==> src/rtl/wb_pkg.sv <==
// Shared Wishbone definitions: termination status codes, master FSM states
// and a helper that sizes saturating counters.
package wb_pkg;

   typedef enum logic [1:0] {
      WB_OK              = 2'd0,
      WB_ERR             = 2'd1,
      WB_RETRY_EXHAUSTED = 2'd2,
      WB_TIMEOUT         = 2'd3
   } wb_status_t;

   typedef enum logic [1:0] {
      S_IDLE    = 2'd0,
      S_REQ     = 2'd1,
      S_BACKOFF = 2'd2,
      S_RESP    = 2'd3
   } wb_master_state_t;

   // Raw status codes for monitors that decode rsp_status without the enum.
   localparam logic [1:0] STATUS_OK              = 2'd0;
   localparam logic [1:0] STATUS_ERR             = 2'd1;
   localparam logic [1:0] STATUS_RETRY_EXHAUSTED = 2'd2;
   localparam logic [1:0] STATUS_TIMEOUT         = 2'd3;

   // Bits needed to hold 0..max_val; never less than one bit.
   function automatic int cnt_width(input int max_val);
      return (max_val < 1) ? 1 : $clog2(max_val + 1);
   endfunction

endpackage

==> src/rtl/wb_sat_counter.sv <==
// Up-counter with synchronous clear that sticks at MAX instead of wrapping.
module wb_sat_counter
   import wb_pkg::*;
#(
   parameter int MAX   = 3,
   parameter int WIDTH = cnt_width(MAX)
) (
   input  logic             clk,
   input  logic             reset,
   input  logic             clr,
   input  logic             inc,
   output logic [WIDTH-1:0] count
);

   always_ff @(posedge clk or posedge reset) begin
      if (reset) begin
         count <= '0;
      end else if (clr) begin
         count <= '0;
      end else if (inc && (count != WIDTH'(MAX))) begin
         count <= count + 1'b1;
      end
   end

endmodule

==> src/rtl/wb_single_master.sv <==
// Wishbone classic single-cycle master: one command in, one bus cycle out,
// with err/rty/ack termination, bounded retry with backoff, and a watchdog.
module wb_single_master
   import wb_pkg::*;
#(
   parameter int           ADDR_WIDTH   = 32,
   parameter int           DATA_WIDTH   = 32,
   parameter int           SELECT_WIDTH = 4,
   parameter int           MAX_RETRY    = 3,
   parameter int           BACKOFF      = 2,
   parameter int           TIMEOUT      = 255,
   parameter logic [1:0]   TGD          = 2'h0
) (
   input  logic                    clk,
   input  logic                    reset,
   input  logic                    cmd_valid,
   output logic                    cmd_ready,
   input  logic                    cmd_we,
   input  logic [ADDR_WIDTH-1:0]   cmd_adr,
   input  logic [DATA_WIDTH-1:0]   cmd_dat,
   input  logic [SELECT_WIDTH-1:0] cmd_sel,
   output logic                    rsp_valid,
   output logic [1:0]              rsp_status,
   output logic [DATA_WIDTH-1:0]   rsp_dat,
   output logic                    cyc_o,
   output logic                    stb_o,
   output logic                    we_o,
   output logic [ADDR_WIDTH-1:0]   adr_o,
   output logic [DATA_WIDTH-1:0]   dat_o,
   output logic [SELECT_WIDTH-1:0] sel_o,
   output logic [1:0]              tgd_o,
   input  logic [DATA_WIDTH-1:0]   dat_i,
   input  logic                    ack_i,
   input  logic                    err_i,
   input  logic                    rty_i,
   input  logic [1:0]              tgd_i
);

   localparam int RW = cnt_width(MAX_RETRY);
   localparam int TW = cnt_width(TIMEOUT);
   localparam int BW = cnt_width(BACKOFF);

   wb_master_state_t state, state_next;
   wb_status_t       status_next;
   logic [RW-1:0]    retry_cnt;
   logic [TW-1:0]    tmo_cnt;
   logic [BW-1:0]    bo_cnt;
   logic             accept, retry_inc, tmo_inc, tmo_clr, capture;
   logic             unused_tgd;

   assign tgd_o      = TGD;
   assign unused_tgd = ^tgd_i;
   assign tmo_clr    = accept | (state == S_BACKOFF);

   wb_sat_counter #(.MAX(MAX_RETRY), .WIDTH(RW)) u_retry_cnt (
      .clk   (clk),
      .reset (reset),
      .clr   (accept),
      .inc   (retry_inc),
      .count (retry_cnt)
   );

   wb_sat_counter #(.MAX(TIMEOUT), .WIDTH(TW)) u_tmo_cnt (
      .clk   (clk),
      .reset (reset),
      .clr   (tmo_clr),
      .inc   (tmo_inc),
      .count (tmo_cnt)
   );

   // Terminations are only looked at in REQ; err wins over rty, rty over ack.
   always_comb begin
      state_next  = state;
      status_next = wb_status_t'(rsp_status);
      accept      = 1'b0;
      retry_inc   = 1'b0;
      tmo_inc     = 1'b0;
      capture     = 1'b0;
      case (state)
         S_IDLE: begin
            if (cmd_valid) begin
               accept     = 1'b1;
               state_next = S_REQ;
            end
         end
         S_REQ: begin
            if (err_i) begin
               status_next = WB_ERR;
               state_next  = S_RESP;
            end else if (rty_i) begin
               if (retry_cnt == RW'(MAX_RETRY)) begin
                  status_next = WB_RETRY_EXHAUSTED;
                  state_next  = S_RESP;
               end else begin
                  retry_inc  = 1'b1;
                  state_next = S_BACKOFF;
               end
            end else if (ack_i) begin
               status_next = WB_OK;
               capture     = ~we_o;
               state_next  = S_RESP;
            end else begin
               tmo_inc = 1'b1;
               if (tmo_cnt == TW'(TIMEOUT - 1)) begin
                  status_next = WB_TIMEOUT;
                  state_next  = S_RESP;
               end
            end
         end
         S_BACKOFF: begin
            if (bo_cnt == BW'(BACKOFF - 1)) state_next = S_REQ;
         end
         S_RESP:  state_next = S_IDLE;
         default: state_next = S_IDLE;
      endcase
   end

   // Every output is a flop fed from the next state, so cyc/stb fall on the
   // same edge that leaves REQ and reset drops them without a clock.
   always_ff @(posedge clk or posedge reset) begin
      if (reset) begin
         state      <= S_IDLE;
         cmd_ready  <= 1'b1;
         cyc_o      <= 1'b0;
         stb_o      <= 1'b0;
         we_o       <= 1'b0;
         adr_o      <= '0;
         dat_o      <= '0;
         sel_o      <= '0;
         rsp_valid  <= 1'b0;
         rsp_status <= 2'd0;
         rsp_dat    <= '0;
         bo_cnt     <= '0;
      end else begin
         state      <= state_next;
         cmd_ready  <= (state_next == S_IDLE);
         cyc_o      <= (state_next == S_REQ);
         stb_o      <= (state_next == S_REQ);
         rsp_valid  <= (state_next == S_RESP);
         rsp_status <= status_next;
         bo_cnt     <= (state == S_BACKOFF) ? bo_cnt + 1'b1 : '0;
         if (accept) begin
            we_o  <= cmd_we;
            adr_o <= cmd_adr;
            dat_o <= cmd_dat;
            sel_o <= cmd_sel;
         end
         if (capture) rsp_dat <= dat_i;
      end
   end

endmodule

==> config.mk <==
export PLATFORM = sky130hd
export DESIGN_NAME = wb_single_master
export DESIGN_NICKNAME = d
export VERILOG_FILES = /design/src/rtl/wb_pkg.sv /design/src/rtl/wb_sat_counter.sv /design/src/rtl/wb_single_master.sv
export SDC_FILE = /design/constraint.sdc
export NUM_CORES = 1
export LEC_CHECK = 0
export ABC_AREA = 1
export BUFFER_PORTS_ARGS = -buffer_cell sky130_fd_sc_hd__buf_4
export CAP_MARGIN = 10
export CORE_MARGIN = 4
export CORE_UTILIZATION = 35
export CTS_CLUSTER_DIAMETER = 100
export DETAILED_ROUTE_END_ITERATION = 10
export HOLD_SLACK_MARGIN = 0.08
export PLACE_DENSITY_LB_ADDON = 0.05
export SETUP_SLACK_MARGIN = 0.3
export SYNTH_ARGS = -nofsm -noshare
export SYNTH_HDL_FRONTEND = slang
export SYNTH_SLANG_ARGS = --single-unit
==> constraint.sdc <==
create_clock -name clk -period 7.7 [get_ports clk]
set_input_delay 0.385 -clock clk [delete_from_list [all_inputs] [get_ports clk]]
set_output_delay 0.385 -clock clk [all_outputs]
set_load 0.02 [all_outputs]
Yosys cells after proc, flatten, opt, wreduce, memory -nomap -nowiden
Index checks and enable logic that the tools add are counted.

Bits in registers: 120. Input port bits: 109. Output and inout port bits: 109. Logic and storage cells: 69.

Add/subtract/negate cells: 3. Eq/ne operators: 11. Multiplexer cells: 32. Bitwise operators: 2. Reduce and logical (&&, ||, !) cells: 8.

Operator list (number): 2-bit 2-to-1 mux (14); 8-bit 2-to-1 mux (2); 1-bit 2-to-1 mux (15); 8-bit by 1-bit adder with 8-bit output (second input constant) (1); 2-bit equality test (second input constant) (4); 8-bit equality test (second input constant) (1); 8-bit inequality test (second input constant) (1); 2-bit one-hot mux with 4 select lines (1); 2-bit by 1-bit equality test with 1-bit output (second input constant) (3); 2-bit by 1-bit adder with 2-bit output (second input constant) (2); 2-bit zero test (2); 2-bit nonzero test (2); 4-bit nonzero test (1); 3-bit by 2-bit inequality test with 1-bit output (second input constant) (1); 3-bit AND reduction (1); 1-bit logical AND (2); 2-bit inequality test (second input constant) (1); 1-bit inverter (1); 1-bit bitwise OR (1).

Logic depth before layout (Yosys ltp)
Depth in word-level cells: 8. Mapped depth: 9. Depth with buffers taken out: 9.

Cells and area by module
Synthesis repeated with hierarchy kept, for this count alone.

Cell total of the unflattened synthesis: 573. Area, all modules: 5082.4 um^2.

Modules (own cells, without submodules): wb_single_master (instances 1, cells an instance 490, area an instance 4465.5 um^2, seq. area each 2753.9 um^2); wb_sat_counter at u_tmo_cnt (instances 1, cells an instance 69, area an instance 506.7 um^2, seq. area each 200.2 um^2); wb_sat_counter at u_retry_cnt (instances 1, cells an instance 14, area an instance 110.1 um^2, seq. area each 50.0 um^2).

Worst setup path before layout
No wires, ideal clock.

Kind: reg-to-reg. From: register u_tmo_cnt.count[1]. To: register u_tmo_cnt.count[6]. Setup time: 117 ps. Data arrival time: 1174 ps. Data required time: 7583 ps. Slack: 6408 ps. Stages on the path, launching flop included: 9. Buffers on the path: 0. Clock period less this slack: 1292 ps. Cells stage by stage: dfrtp_1 ha_1 inv_1 nor2_1 nand2_1 nand2_1 inv_1 nand3_1 nand2_1.

Word-level cells in the longest chain between the ends: 3. Elaborated cells between the ends (all ways): 6. Those cells by class: 1 x add/sub; 1 x eq/ne; 2 x mux; 2 x reduce/logical.

Ends and longest elaborated chain: start, declared (line wb_sat_counter.sv:12) `output logic [WIDTH-1:0] count`; start signal, assigned (line wb_sat_counter.sv:21) `count <= count + 1'b1;`; 8-bit by 1-bit adder with 8-bit output or 8-bit inequality test (tied branches) (line wb_sat_counter.sv:21, wb_sat_counter.sv:20); 8-bit 2-to-1 mux or 1-bit logical AND (tied branches) (line wb_sat_counter.sv:20) `end else if (inc && (count != WIDTH'(MAX))) begin`; 8-bit 2-to-1 mux or 2-bit nonzero test (tied branches).

Parallel ways exist; a longest one is shown, timed or not. The select of a mux whose other input is x is not followed. A chain may end at the register's enable or synchronous reset.

Final worst setup path
From: register state[0]. To: register adr_o[12].

Word-level cells in the longest chain between the ends: 2.

Ends and longest elaborated chain: start, declared (line wb_single_master.sv:43) `wb_master_state_t state, state_next;`; start signal, assigned (line wb_single_master.sv:135) `state <= state_next;`; 2-bit zero test (line wb_single_master.sv:79) `case (state)`; 1-bit 2-to-1 mux (line wb_single_master.sv:79); end signal, assigned (line wb_single_master.sv:144) `adr_o <= cmd_adr;`; end, declared (line wb_single_master.sv:28) `output logic [ADDR_WIDTH-1:0] adr_o,`.

No other way between the ends.

==> qor.txt <==
Reg2reg end: adr_o[12]
Ys Warns: 0
Core area: 13400 um^2
Worst Path Buf+Inv: 3
Reg2Reg Launch Point: state[0]
Pleak: 4.06 nW
TritonCTS clock tree: done
Critical path fanouts, max: 72
Cells after DPL: 933
RSZ-0062 raised after global routing: false
Synth Area per Inst: 8.63 um^2
Antenna fix cells: 0
Combinational Power Share: 40.9%
Share of layout cells above drive strength 1: 32.7%
Cells along the critical path: inv_2 -> nand3_4 -> inv_2 -> buf_4 -> nand2_1 -> nand2_1
Final worst setup slack: 5.00 ns
FF-to-FF setup slack: 5.00 ns
DRT Wirelength: 12800 um
Gpl congestion: 0.773
Root buf cell: clkbuf_16
Hpwl dp: 9110 um
Post-Syn Area: 4860 um^2
Fin cells: 964
Reported net switching power: 1.17 mW
First-pass GRT wire length: 20800 um
Hold Vio Cnt, Final: 0
GRT Util Overall: 16.3%
Final Setup Violations: 0
Post-CTS sizing: 0
Routed Antenna Nets: 0
Sw Ratio: 38.2%
Netlist cell types: 25
TritonCTS Buffers: 17
Req. time, crit path: 8.04 ns
Largest net degree at the start of global routing: 73
Max clock buf depth: 2
Max Slew Vio Count: 0
Slowest cell on crit path: inv_2
Worst Max-Slew Pin Slew: 0.845 ns
Die Area: 15800 um^2
F_max: 0.370 GHz
Initial Utilization: 36.3%
Element type at the critical path end: flip-flop
Setup CP Type: flip-flop to flip-flop
Dpl ws: 4.94 ns
Post-synthesis register bit count: 120
Hold WC Path Type: input pin to async pin
DRC viols: 0
Port Buffers: 213
H-Tree Depth: 4
FF-to-FF path depth: 6
Slew headroom: 43.7%
Worst-skew pair later-pin latency: 0.41 ns
Outcome: finished clean
Worst Setup Start Kind: flip-flop
I/O pin cnt: 218
PD cells: 427 nW/um^2
CTS Sinks: 120
Final min period: 2.70 ns
P_int: 1.89 mW
Area grow syn2layout: 47.1%
Syn Inst Count: 564
DR WL/cell: 13.3 um
Vert. Die Dim: 126 um
Nets: 889
Clock skew: 0.00500 ns
Drt via density: 4.36
Final period util: 35.1%
Sequential area share after synthesis: 61.8%
Vias in the first global route: 4205
CP delay by family, top: buffers and inverters
Total gr overflow: 0
DR vias: 4199
Postcts setup bufs: 0
Max VDD drop: 0.179 mV
Data arrival, critical path: 3.04 ns
Die width: 126 um
Sequential power share: 34.7%
DR pass1 iterations: 4
Largest stage delay, worst path: 0.76 ns
Setup tns final: 0 ns
Clk slew on worst S/H paths: 0.05 ns
Clock power frac: 24.4%
CTS Hold Buffers Added: 0
Max-Cap Viols: 0
Std-Cell Rows: 42
Iter 0 DRT Violations: 258
Initial antenna violation count: 0
==> cell usage after synthesis, drive strengths merged <==
library cell | count | area [um^2]
clkbuf | 9 | 33.8
o21ai | 37 | 185
a21oi | 2 | 10.0
nor2 | 18 | 82.6
nand4 | 5 | 31.3
dfrtp | 119 | 2980
inv | 59 | 221
o22ai | 1 | 6.26
dfstp | 1 | 26.3
nand2 | 281 | 1060
o211ai | 1 | 7.51
ha | 4 | 50.1
conb | 1 | 3.75
buf | 14 | 81.3
xor2 | 1 | 8.76
or2 | 1 | 6.26
nand3 | 10 | 75.1
==> stage by stage <==
stage	total power [mW]	util, %	hold WS (ns)	instance area, um^2
after floorplan	1.76	-	0.409	4870
after global placement	2.32	49.2	0.420	6590
after detailed placement	2.34	49.2	0.429	6590
after CTS	3.11	53.4	0.131	7160
after global routing	3.27	53.4	0.157	7160
final	3.06	53.4	0.109	7160
==> registers in the layout, indices dropped and copies added (netlist names), 2 cells and up <==
register	cells
dat_o	32
u_retry_cnt.count	2
rsp_dat	32
state	2
rsp_status	2
sel_o	4
bo_cnt	2
adr_o	32
u_tmo_cnt.count	8
==> kinds of logic (layout without fill, tap and decap cells) <==
kind of cell,after synthesis,in the layout,synth area share (%)
and+or+nand+nor,315,315,25.7
DFF,120,120,61.8
buffers and inverters,82,305,6.92
AOI/OAI and AO/OA,41,41,4.30
adders and majority gates,4,4,1.03
other,1,2,0.0771
xor gates and xnor gates,1,1,0.180
==> power by group through the flow <==
stage	Sequential (mW)	Clock [mW]	Combinational, mW
finish	1.06	0.747	1.25
floorplan	1.37	0	0.385
global route	1.09	0.799	1.37
detailed placement	1.06	0	1.28
CTS	1.06	0.767	1.28
global placement	1.06	0	1.27
==> cells in the final DEF, fill, tap and decap left out <==
cell,instances
inv_1,54
inv_4,1
dfstp_2,1
buf_4,215
nand2_2,1
clkbuf_8,5
dfrtp_1,119
or2_2,1
nand3_4,2
inv_2,4
xor2_1,1
nand3_1,8
o21ai_0,31
nor2_4,2
nand4_1,5
nor2_1,16
ha_1,4
o22ai_1,1
o211ai_1,1
bufinv_16,1
o21ai_1,6
a21oi_1,2
clkinvlp_4,1
clkbuf_16,17
conb_1,2
nand2_1,280
clkinv_2,7
==> cell type report <==
class                   instances  area (um^2)
clock inverters                 9         72.6
fillers                      1273         6240
flip-flops and latches        120         3000
well taps                     176          220
multi-input cells             363         1530
clock buffers                  22          494
inverters                      59          224
repair buffers                215         1610
==> worst max path at each step <==
stage                   from         to  cells after the start
global route        state[1]  dat_o[28]                      6
detailed placement  state[0]  dat_o[22]                      6
floorplan              reset   adr_o[0]                      1
CTS                 state[0]  dat_o[22]                      6
finish              state[0]  adr_o[12]                      6
global placement    state[0]   sel_o[2]                      6
==> per-layer routing <==
metal  share of wire, %  global-route usage (%)
met1                 41                    19.2
met2                 46                    25.3
met3                9.3                    7.11
met4                3.5                    8.58
met5                  0                       0
Power figures use the tool's default switching activity.
